<file path="config.mk">
export PLATFORM = sky130hd
export DESIGN_NAME = mux8_rr_arbiter
export DESIGN_NICKNAME = d
export VERILOG_FILES = /design/src/rtl/mux8_rr_arbiter.sv
export SDC_FILE = /design/constraint.sdc
export NUM_CORES = 1
export LEC_CHECK = 0
export BUFFER_PORTS_ARGS = -buffer_cell sky130_fd_sc_hd__buf_4
export CAP_MARGIN = 25
export CORE_ASPECT_RATIO = 1.75
export CORE_MARGIN = 10
export CORE_UTILIZATION = 58
export CTS_BUF_LIST = sky130_fd_sc_hd__clkbuf_8
export CTS_CLUSTER_SIZE = 16
export DETAILED_ROUTE_END_ITERATION = 10
export PLACE_DENSITY = 0.82
export SLEW_MARGIN = 20
export SYNTH_ARGS = -nofsm -noshare
export SYNTH_HDL_FRONTEND = slang
export SYNTH_SLANG_ARGS = --single-unit
export TNS_END_PERCENT = 100
</file>
<file path="constraint.sdc">
create_clock -name clk -period 4.3 [get_ports clk]
set_input_delay 0.43 -clock clk [delete_from_list [all_inputs] [get_ports clk]]
set_output_delay 0.43 -clock clk [all_outputs]
set_load 0.05 [all_outputs]
</file>
<file path="src/rtl/mux8_rr_arbiter.sv">
// mux8_rr_arbiter: eight-way round-robin arbiter driving an 8:1 bit mux.
// A requester keeps the grant for as long as it holds its req bit. When it
// drops req, the search for the next owner starts just past the old owner.
// Optional feature: define MUX8_ARB_TIMEOUT_EN to cap a tenure at HOLD_MAX
// GRANT cycles. On timeout the owner is released, the search runs as usual
// (the owner itself comes last), and preempt pulses for one cycle.
//
// Ports:
//   clk         rising-edge clock
//   reset       asynchronous, active-high reset
//   req[7:0]    request per requester (bit i = requester i)
//   din[7:0]    one data bit per requester
//   gnt[7:0]    registered one-hot grant, zero when there is no owner
//   sel0..sel2  registered binary owner index (sel0 = LSB), held while idle
//   busy        registered, high while a requester owns the mux
//   out         din[{sel2,sel1,sel0}] while busy, else 0 (combinational)
//   preempt     registered one-cycle pulse on a timeout release
module mux8_rr_arbiter #(
    parameter int unsigned HOLD_MAX = 16
) (
    input  logic       clk,
    input  logic       reset,
    input  logic [7:0] req,
    input  logic [7:0] din,
    output logic [7:0] gnt,
    output logic       sel0,
    output logic       sel1,
    output logic       sel2,
    output logic       busy,
    output logic       out,
    output logic       preempt
);

    localparam int unsigned N_REQ = 8;
    localparam int unsigned IDX_W = 3;
    localparam int unsigned CNT_W = 8;

    typedef enum logic {
        IDLE  = 1'b0,
        GRANT = 1'b1
    } state_t;

    // Reject out-of-range hold limits at elaboration time.
    if (HOLD_MAX < 1 || HOLD_MAX > 255) begin : g_hold_range
        $error("mux8_rr_arbiter: HOLD_MAX must be in 1..255");
    end

    state_t             state, state_d;
    logic [IDX_W-1:0]   last, last_d;
    logic [IDX_W-1:0]   owner, owner_d;
    logic [IDX_W-1:0]   sel, sel_d;
    logic [N_REQ-1:0]   gnt_d;
    logic               busy_d;
    logic               preempt_d;
    logic               timeout;
    logic               load;
    logic [IDX_W-1:0]   base;
    logic [IDX_W:0]     pick;

`ifdef MUX8_ARB_TIMEOUT_EN
    logic [CNT_W-1:0]   hold_cnt, hold_cnt_d;
    assign timeout = (hold_cnt == CNT_W'(HOLD_MAX - 1));
`else
    assign timeout = 1'b0;
`endif

    // First set req bit after base, wrapping; base itself is checked last.
    function automatic logic [IDX_W:0] rr_pick(input logic [N_REQ-1:0] r,
                                               input logic [IDX_W-1:0] b);
        logic [IDX_W:0]   res;
        logic [IDX_W-1:0] idx;
        res = '0;
        // Walk from the farthest offset down so the nearest hit wins.
        for (int k = N_REQ; k >= 1; k--) begin
            idx = IDX_W'(b + IDX_W'(k));
            if (r[idx]) res = {1'b1, idx};
        end
        return res;
    endfunction

    // An owner hands off relative to itself; an idle arbiter uses last.
    assign base = (state == GRANT) ? owner : last;
    assign pick = rr_pick(req, base);

    // Next-state and registered-output logic.
    always_comb begin
        state_d   = state;
        last_d    = last;
        owner_d   = owner;
        sel_d     = sel;
        gnt_d     = gnt;
        busy_d    = busy;
        preempt_d = 1'b0;
        load      = 1'b0;
`ifdef MUX8_ARB_TIMEOUT_EN
        hold_cnt_d = hold_cnt;
`endif
        unique case (state)
            IDLE: begin
                if (pick[IDX_W]) load = 1'b1;
            end
            GRANT: begin
                if (req[owner] && !timeout) begin
`ifdef MUX8_ARB_TIMEOUT_EN
                    hold_cnt_d = hold_cnt + CNT_W'(1);
`endif
                end else begin
                    last_d = owner;
`ifdef MUX8_ARB_TIMEOUT_EN
                    // Still requesting here means the tenure timed out.
                    preempt_d = req[owner];
`endif
                    if (pick[IDX_W]) begin
                        load = 1'b1;
                    end else begin
                        state_d = IDLE;
                        gnt_d   = '0;
                        busy_d  = 1'b0;
                    end
                end
            end
        endcase
        if (load) begin
            state_d = GRANT;
            owner_d = pick[IDX_W-1:0];
            sel_d   = pick[IDX_W-1:0];
            gnt_d   = N_REQ'(1) << pick[IDX_W-1:0];
            busy_d  = 1'b1;
`ifdef MUX8_ARB_TIMEOUT_EN
            hold_cnt_d = '0;
`endif
        end
    end

    // State and output registers.
    always_ff @(posedge clk or posedge reset) begin
        if (reset) begin
            state   <= IDLE;
            last    <= IDX_W'(N_REQ - 1);
            owner   <= '0;
            sel     <= '0;
            gnt     <= '0;
            busy    <= 1'b0;
            preempt <= 1'b0;
        end else begin
            state   <= state_d;
            last    <= last_d;
            owner   <= owner_d;
            sel     <= sel_d;
            gnt     <= gnt_d;
            busy    <= busy_d;
            preempt <= preempt_d;
        end
    end

`ifdef MUX8_ARB_TIMEOUT_EN
    // Tenure counter: cleared on each new grant.
    always_ff @(posedge clk or posedge reset) begin
        if (reset) hold_cnt <= '0;
        else       hold_cnt <= hold_cnt_d;
    end
`endif

    assign sel0 = sel[0];
    assign sel1 = sel[1];
    assign sel2 = sel[2];
    assign out  = busy ? din[sel] : 1'b0;

endmodule
</file>
# Word level (Yosys, flattened, before mapping)
# Index checks and enable logic that the tools add are counted.
[totals]
ff_bits = 16
in_bits = 18
out_inout_bits = 14
[op_classes]
add_sub_neg = 7
magnitude_cmp = 9
n_eq_ne = 2
shift = 1
muxes = 44
n_bitwise = 2
n_reduce_logical = 3
[ops]
columns = ["op", "n"]
rows = [
  ["< comparator 3 x 4 -> 1 bit, second input constant", 9],
  ["2-to-1 mux 4 bit", 8],
  ["2-to-1 mux 8 bit", 4],
  ["binary-select mux 1 bit (select 3 bit)", 10],
  ["2-to-1 mux 1 bit", 20],
  ["adder 3 bit, second input constant", 4],
  ["left shift 1 x 3 -> 8 bit, first input constant", 1],
  ["adder 3 x 2 -> 3 bit, second input constant", 2],
  ["!= test 2 bit, second input constant", 2],
  ["adder 3 x 1 -> 3 bit, second input constant", 1],
  ["2-to-1 mux 3 bit", 1],
  ["AND reduction 3 bit", 1],
  ["inverter 1 bit", 2],
  ["case mux 1 bit (2 select lines)", 1],
  ["AND reduction 2 bit", 1],
  ["nonzero test 2 bit", 1],
]

# Logic depth before layout (Yosys ltp)
# Gate-level depths: netlist of run 1.
[logic_depth]
depth_word = 16
mapped_depth = 12
ltp_nobuf = 9

# Least setup slack after synthesis of run 1
# OpenSTA, ideal clock, no wires.
[synth_path]
path_type = "reg-to-reg"
startpoint = "register owner[1]"
endpoint = "register gnt[5]"
setup_ns = 0.110
t_arrival_ns = 3.332
required_time_ns = 4.190
slack_ns = 0.858
path_stages_with_launch = 11
n_path_buf = 1
period_less_slack_ns = 3.442
path_cell_list = "dfrtp_1 mux2i_1 inv_1 clkbuf_1 ha_1 xnor2_2 mux4_2 or4b_1 o221a_2 and3_4 o41ai_1"
[synth_via]
elab_chain_cells = 16
elab_cells_between_ends = 43
[synth_rtl]
columns = ["item", "line_no", "rtl"]
rows = [
  ["from (decl)", "50", "logic [IDX_W-1:0] owner, owner_d;"],
  ["from (signal assigned)", "148", "owner <= owner_d;"],
  ["2-to-1 mux 3 bit", "82", "assign base = (state == GRANT) ? owner : last;"],
  ["adder 3 bit or binary-select mux 1 bit (select 3 bit) (tied branches)", "75, 76", ""],
  ["binary-select mux 1 bit (select 3 bit) or 2-to-1 mux 1 bit (tied branches)", "76", "if (r[idx]) res = {1'b1, idx};"],
  ["2-to-1 mux 1 bit (implied by the code) or 2-to-1 mux 4 bit (tied branches)", "76", ""],
  ["2-to-1 mux 4 bit (7 in a row)", "76", ""],
  ["2-to-1 mux 1 bit", "100, 113", ""],
  ["2-to-1 mux 1 bit", "103", "if (req[owner] && !timeout) begin"],
  ["case mux 1 bit (2 select lines)", "98", "unique case (state)"],
  ["!= test 2 bit (no source line) or nonzero test 2 bit (tied branches)", "--", ""],
  ["AND reduction 3 bit (no source line)", "--", ""],
  ["to (signal assigned)", "150", "gnt <= gnt_d;"],
  ["to (decl)", "25", "output logic [7:0] gnt,"],
]
# Parallel ways exist; a longest one is shown, timed or not. The select of a mux whose other input is x is not followed.
# A chain may end at the register's enable or synchronous reset.

# Worst setup path after layout of run 1
[layout_path]
startpoint = "register state"
endpoint = "register gnt[5]"
[layout_via]
elab_chain_cells = 16
elab_cells_between_ends = 42
[layout_rtl]
columns = ["item", "line_no", "rtl"]
rows = [
  ["from (decl)", "48", "state_t state, state_d;"],
  ["from (signal assigned)", "146", "state <= state_d;"],
  ["2-to-1 mux 3 bit", "82", ""],
  ["adder 3 bit or binary-select mux 1 bit (select 3 bit) (tied branches)", "75, 76", ""],
  ["binary-select mux 1 bit (select 3 bit) or 2-to-1 mux 1 bit (tied branches)", "76", ""],
  ["2-to-1 mux 1 bit (implied by the code) or 2-to-1 mux 4 bit (tied branches)", "76", ""],
  ["2-to-1 mux 4 bit (7 in a row)", "76", ""],
  ["2-to-1 mux 1 bit", "100, 113", ""],
  ["2-to-1 mux 1 bit", "103", ""],
  ["case mux 1 bit (2 select lines)", "98", ""],
  ["!= test 2 bit (no source line) or nonzero test 2 bit (tied branches)", "--", ""],
  ["AND reduction 3 bit (no source line)", "--", ""],
]
# Parallel ways exist; a longest one is shown, timed or not. The select of a mux whose other input is x is not followed.

==> results of run 1 <==
==> cells in the final DEF (no fill, tap or decap), types with 5 or more instances in the layout <==
master   Yosys  routed
buf_4        2      31
nand2_1     30      30
nand3_1      5       5
mux4_2       7       7
mux2_2       8       8
dfrtp_1     13      13
mux4_1       6       6
mux2i_1     13      13
o21ai_0      6       6
==> state kept, by name, indices dropped and copies added, names as in the netlist <==
register,count
last,3
gnt,8
owner,3
busy,1
state,1
==> per-layer routing <==
| metal | vias to the layer above | wire length [um] | track usage (%) |
|---|---|---|---|
| li1 | 719 | - | - |
| met1 | 749 | 1635 | 18.08 |
| met2 | 74 | 2492 | 30.50 |
| met3 | 19 | 349 | 2.624 |
| met4 | 0 | 185 | 9.004 |
| met5 | - | 0 | 0 |
==> worst max path at each step <==
stage / cells after the start / endpoint / slack, ps / from
after global placement: 7 / gnt[7] / 650 / state
after floorplan: 10 / gnt[5] / 860 / owner[1]
final: 7 / gnt[5] / 500 / state
after CTS: 7 / gnt[7] / 610 / state
after global routing: 7 / gnt[4] / 310 / state
after detailed placement: 7 / gnt[5] / 630 / state
==> metrics by stage <==
step,hold slack [ps],worst slack [ps]
5_1_grt,280.8,307.2
6_report,239.6,495.3
3_5_place_dp,464.8,629.2
3_3_place_gp,463.6,650.2
4_1_cts,264.6,614.5
2_1_floorplan,341.6,857.9
==> worst register-to-register path, cell delays in order, from the launching register on <==
cell and delay (ps):
dfrtp_1 590, mux2i_4 650, mux2i_1 560, nor4b_1 740, nand3_1 390, o31ai_2 580, nand2_1 110, o41ai_1 80
==> cells by family (layout without fill, tap and decap cells) <==
| family | count (synthesis) | after routing | share of synthesized area (%) |
|---|---|---|---|
| flops | 16 | 16 | 23.44 |
| mux | 38 | 38 | 36.28 |
| simple gates | 53 | 53 | 14.51 |
| other cells | 1 | 1 | 0.2175 |
| fa+ha+maj | 2 | 2 | 1.451 |
| buf+inv | 12 | 40 | 3.845 |
| xor+xnor | 2 | 2 | 1.887 |
| compound gates | 41 | 41 | 18.36 |
==> area by class of cell <==
| class | count | area (um2) | area share, % |
|---|---|---|---|
| Multi-Input combinational cell | 137 | 1254 | 62.55 |
| Timing Repair Buffer | 31 | 232.7 | 11.61 |
| Tap cell | 28 | 35.03 | 1.748 |
| Sequential cell | 16 | 404.1 | 20.16 |
| Inverter | 5 | 23.77 | 1.186 |
| Clock buffer | 4 | 55.05 | 2.747 |
==> out/summary.log, run 1 <==
qor: timing.largest_clock_skew_in_the_final_design 4.939 ps
qor: global_route.antenna_found_initial 0
qor: global_route.grt_max_degree 18
qor: floorplanning.design.portCount 32
qor: synthesis.yosysUniqueCellTypes 51
qor: global_route.globalRouteTotalUtil 17.16%
qor: synthesis.yosys-top-cells-area dfrtp_1 (19%), mux4_1 (9.1%), mux4_2 (9.1%), mux2i_1 (7.5%), nand2_1 (6.5%)
qor: synthesis.synth_top_cells_by_count nand2_1 (30), dfrtp_1 (13), mux2i_1 (13), mux2_2 (8), mux4_2 (7)
qor: placement.place.detailed.hpwl 3708 um
qor: worst_setup_path.timing.critical_path.buf_inv 0
qor: route.post_drt_wl_per_cell 21.10 um
qor: placement.placed_cells 217
qor: worst_setup_path.reg2reg_depth 7
qor: route.routed-via-count 1561
qor: cells_and_area.postLayoutCoreUtil 69.23%
qor: worst_setup_path.critical-path-top-delay-family simple AND/OR/NAND/NOR gates
qor: clocking.cts-resized-gates 0
qor: timing.timing_worst_slew_pin_value 819.5 ps
qor: worst_setup_path.cp-end-kind flip-flop
qor: worst_setup_path.slowest_stage nor4b_1
qor: clocking.cts_num_sinks 16
qor: synthesis.netlist.top_cell.by_area dfrtp_1
qor: route.postRouteAntennaNets 0
qor: worst_setup_path.setup.worst_path.class reg2reg
qor: timing.final_hold_viol_count 0
qor: clocking.htree_levels 1
qor: cells_and_area.final_cell_count_without_fillers 221
qor: worst_setup_path.worstReg2RegEnd gnt[5]
qor: cells_and_area.flow.area_growth_from_synthesis 16.26%
qor: cells_and_area.insertedDiodeCount 0
qor: route.drt_first_iter_violations 44
qor: clocking.cts_inserted_buffers 3
qor: clocking.worst_skew_late_latency 250 ps
qor: timing.fmax 0.2628 GHz
qor: worst_setup_path.crit_path_cell_trace mux2i_4, mux2i_1, nor4b_1, nand3_1, o31ai_2, nand2_1, o41ai_1
qor: route.dr.pass1.iters 4
qor: worst_hold_path.hold_path_class in2async
qor: synthesis.synth_top_cell_area_share 18.87%
qor: clocking.cts_buffer_depth 2
qor: floorplanning.fp.dieArea 0.005639 mm2
qor: placement.place_congestion 1.009
qor: timing.final_min_period_over_clock_period 88.48%
qor: run_status.outcome finished, final reports clean
qor: floorplanning.die_height 92.13 um
qor: cells_and_area.n_fill_cell 227
qor: synthesis.post_synth_inst_count 165
qor: route.viasPerCell 7.063
qor: placement.port_buffers 30
qor: placement.cell_area_after_placement 0.001949 mm2
qor: synthesis.synthArstFlopShare 100.0%
qor: cells_and_area.design.final.nets 214
qor: worst_setup_path.critical_path.startpoint_type flip-flop
qor: floorplanning.start_util 59.55%
qor: worst_setup_path.cp.required 4440 ps
qor: run.maxCapViolCount 0
qor: floorplanning.fp.coreArea 0.002895 mm2
qor: worst_setup_path.timing.reg2reg.setup_slack 500 ps
qor: timing.setup_viol 0
qor: timing.setup_repair_after_global_routing_missed_its_margin false
qor: global_route.grt_pass1_vias 1665
qor: synthesis.synth.net_count 185
qor: global_route.grt-ovfl-total 0
qor: floorplanning.die_width 61.22 um
qor: timing.normalized_max_slew_margin 44.60%
qor: synthesis.synth_seq_area_share 23.44%
qor: synthesis.synth_flop_cell dfrtp_1
qor: cells_and_area.final_cell_area 0.002004 mm2
qor: clocking.cts_tree done
qor: worst_setup_path.reg2reg_launch_point state
qor: synthesis.synthesized_flop_and_latch_total 16
qor: timing.min_period 3805 ps
qor: floorplanning.placementRows 26
qor: clocking.cts.hold.buffers_added 0
qor: timing.final-max-slew-violation-count 0
qor: synthesis.post_synth.cell_area_avg 10.45 um2
qor: route.detail_route.wirelength 4663 um
qor: worst_setup_path.worst-endpoint-arrival 3950 ps
qor: clocking.clk_pin_slew 70 ps
qor: synthesis.synthesis.area 0.001724 mm2
qor: worst_setup_path.path_max_fanout 14
qor: global_route.grt_pass1_wl 7831 um
qor: synthesis.synth_edf_count 0
qor: clocking.cts-root-buf clkbuf_8
qor: clocking.post-cts-setup-buffers 0
qor: synthesis.synthesis.yosys.warnings 0
qor: synthesis.yosys.cell_count.top_type nand2_1
qor: timing.tns 0 ps
qor: cells_and_area.fraction_of_layout_cells_with_a_size_suffix_above_1 33.68%
qor: worst_setup_path.critPathMaxStageDelay 730 ps
qor: route.drc 0
Power of run 1 is left out: the tool's default activity adds up to more than one toggle a clock period on the data nets, which glitch-free logic cannot reach.
==> run 2: changes to the inputs <==
CORE_UTILIZATION = 56   (was 58)
CTS_BUF_LIST = default   (was sky130_fd_sc_hd__clkbuf_8)
PLACE_DENSITY = 0.79   (was 0.82)
REMOVE_ABC_BUFFERS = 1   (was default)
==> run 2 against run 1 <==
Net effect:
- sequential cell count stayed put
- hold slack better by 3.5 ps
- critical path depth is 2 higher
- non-clock buffer count is 1 lower
- first-iteration DRC count is 52% higher
- via count is 0.13% lower
- die area is 2.6% higher
- worst setup slack better by 44 ps
- wire length is 2.1% higher
- highest routed layer unchanged
- largest cell class unchanged
- critical endpoint is now gnt[7]
- cell count is 0.45% lower
- register-to-register slack better by 40 ps
==> out/summary.log, run 2 (synthesis results as in run 1) <==
qor: route.drc 0 [unchanged]
qor: route.postRouteAntennaNets 0 [unchanged]
qor: placement.cell_area_after_placement 0.001942 mm2 [was 0.001949 mm2]
qor: clocking.cts_buffer_depth 2 [unchanged]
qor: run_status.outcome finished, final reports clean [unchanged]
qor: timing.timing_worst_slew_pin_value 653.1 ps [was 819.5 ps]
qor: timing.final-max-slew-violation-count 0 [unchanged]
qor: clocking.cts-root-buf clkbuf_8 [unchanged]
qor: worst_setup_path.cp.required 4440 ps [about the same]
qor: cells_and_area.insertedDiodeCount 0 [unchanged]
qor: clocking.cts_tree done [unchanged]
qor: floorplanning.start_util 58.89% [was 59.55%]
qor: route.dr.pass1.iters 4 [unchanged]
qor: floorplanning.die_height 93.40 um [was 92.13 um]
qor: timing.largest_clock_skew_in_the_final_design 0.8512 ps [was 4.939 ps]
qor: clocking.htree_levels 1 [unchanged]
qor: cells_and_area.final_cell_area 0.001997 mm2 [was 0.002004 mm2]
qor: placement.port_buffers 30 [unchanged]
qor: cells_and_area.regMostFlops gnt [unchanged]
qor: worst_setup_path.path_max_fanout 14 [unchanged]
qor: cells_and_area.final_cell_count_without_fillers 220 [was 221]
qor: global_route.globalRouteTotalUtil 17.13% [was 17.16%]
qor: cells_and_area.fraction_of_layout_cells_with_a_size_suffix_above_1 33.33% [was 33.68%]
qor: floorplanning.fp.dieArea 0.005786 mm2 [was 0.005639 mm2]
qor: placement.place_congestion 0.9315 [was 1.009]
qor: route.viasPerCell 7.086 [was 7.063]
qor: floorplanning.design.portCount 32 [unchanged]
qor: route.routed-via-count 1559 [was 1561]
qor: timing.final_min_period_over_clock_period 87.46% [was 88.48%]
qor: timing.normalized_max_slew_margin 55.22% [was 44.60%]
qor: timing.tns 0 ps [unchanged]
qor: global_route.grt_pass1_wl 7824 um [was 7831 um]
qor: worst_hold_path.hold_path_class in2async [unchanged]
qor: worst_setup_path.crit_path_cell_trace mux2i_1, inv_1, ha_1, xnor2_2, mux4_1, o21ai_1, nand4_1, and3_4, o41ai_1 [was mux2i_4, mux2i_1, nor4b_1, nand3_1, o31ai_2, nand2_1, o41ai_1]
qor: clocking.cts.hold.buffers_added 0 [unchanged]
qor: route.detail_route.wirelength 4762 um [was 4663 um]
qor: floorplanning.placementRows 26 [unchanged]
qor: cells_and_area.postLayoutCoreUtil 68.21% [was 69.23%]
qor: worst_setup_path.critical_path.startpoint_type flip-flop [unchanged]
qor: worst_setup_path.slowest_stage mux4_1 [was nor4b_1]
qor: worst_setup_path.cp-end-kind flip-flop [unchanged]
qor: route.post_drt_wl_per_cell 21.65 um [was 21.10 um]
qor: placement.place.detailed.hpwl 3855 um [was 3708 um]
qor: timing.fmax 0.2659 GHz [was 0.2628 GHz]
qor: clocking.worst_skew_late_latency 250 ps [about the same]
qor: clocking.cts-resized-gates 0 [unchanged]
qor: global_route.antenna_found_initial 0 [unchanged]
qor: timing.setup_repair_after_global_routing_missed_its_margin false [unchanged]
qor: clocking.cts_num_sinks 16 [unchanged]
qor: global_route.grt-ovfl-total 0 [unchanged]
qor: clocking.clk_pin_slew 60 ps [was 70 ps]
qor: floorplanning.fp.coreArea 0.002928 mm2 [was 0.002895 mm2]
qor: cells_and_area.mostFrequentLayoutCells nand2_1 (30), buf_4 (30), mux2i_1 (13), dfrtp_1 (13), mux2_2 (8) [was buf_4 (31), nand2_1 (30), mux2i_1 (13), dfrtp_1 (13), mux2_2 (8)]
qor: global_route.grt_pass1_vias 1598 [was 1665]
qor: cells_and_area.reg.largest.list gnt x8, last x3, owner x3 [unchanged]
qor: worst_setup_path.setup.worst_path.class reg2reg [unchanged]
qor: worst_setup_path.critPathMaxStageDelay 640 ps [was 730 ps]
qor: clocking.cts_inserted_buffers 3 [unchanged]
qor: clocking.post-cts-setup-buffers 0 [unchanged]
qor: floorplanning.die_width 61.95 um [was 61.22 um]
qor: global_route.grt_max_degree 18 [unchanged]
qor: timing.final_hold_viol_count 0 [unchanged]
qor: cells_and_area.design.final.nets 213 [was 214]
qor: cells_and_area.flow.area_growth_from_synthesis 15.82% [was 16.26%]
qor: run.maxCapViolCount 0 [unchanged]
qor: worst_setup_path.worst-endpoint-arrival 3900 ps [was 3950 ps]
qor: placement.placed_cells 216 [was 217]
qor: cells_and_area.largest_register_ffs 8 [unchanged]
qor: route.drt_first_iter_violations 67 [was 44]
qor: timing.min_period 3761 ps [was 3805 ps]
qor: timing.setup_viol 0 [unchanged]
==> run 2: cell types whose count changed in the layout (fill, tap and decap cells not counted), sizes merged <==
cell | previous run | this run
buf | 31 | 30
==> run 2: metal layers <==
metal	GRT usage [%]	up-vias	part of all wire [%]
met5	0	-	0
met4	6.742	0	2.5
met3	3.117	12	7.0
met2	31.96	70	57
met1	17.37	762	34
li1	-	715	-
==> run 2: layout make-up <==
| cell class | count | area, um2 |
|---|---|---|
| Fill cell | 243 | 930.9 |
| Clock buffer | 4 | 55.05 |
| Tap cell | 28 | 35.03 |
| Inverter | 5 | 23.77 |
| Sequential cell | 16 | 404.1 |
| Timing Repair Buffer | 30 | 225.2 |
| Multi-Input combinational cell | 137 | 1254 |
==> run 2: worst paths after layout <==
| kind | start | endpoint | slack (ps) | depth (start not counted) |
|---|---|---|---|---|
| max | state | gnt[7] | 540 | 9 |
| min | reset | owner[0] | 240 | 2 |
| max reg2reg | state | gnt[7] | 540 | 9 |
| min reg2reg | gnt[2] | gnt[2] | 490 | 2 |
| max in group asynchronous | reset | gnt[1] | 3670 | 2 |
| min in group clk | gnt[2] | gnt[2] | 490 | 2 |
==> run 2: metrics by stage <==
stage / setup slack [ps] / hold WS, ps
global placement: 755.9 / 459.9
finish: 539.1 / 243.1
floorplan: 942.6 / 341.6
CTS: 572.2 / 263.0
global route: 154.1 / 295.5
detailed placement: 589.3 / 469.5
==> run 2: worst max-delay path: cells and delay by family, from the launching register on <==
family / cells / cell delay (ps)
multiplexers: 2 / 1110
flip-flops: 1 / 590
AO/OA/AOI/OAI: 2 / 510
AND/OR/NAND/NOR: 2 / 390
adder cells (fa/ha/maj): 1 / 380
buffers and inverters: 1 / 350
XOR/XNOR: 1 / 320
Power of run 2 is left out for the same reason.
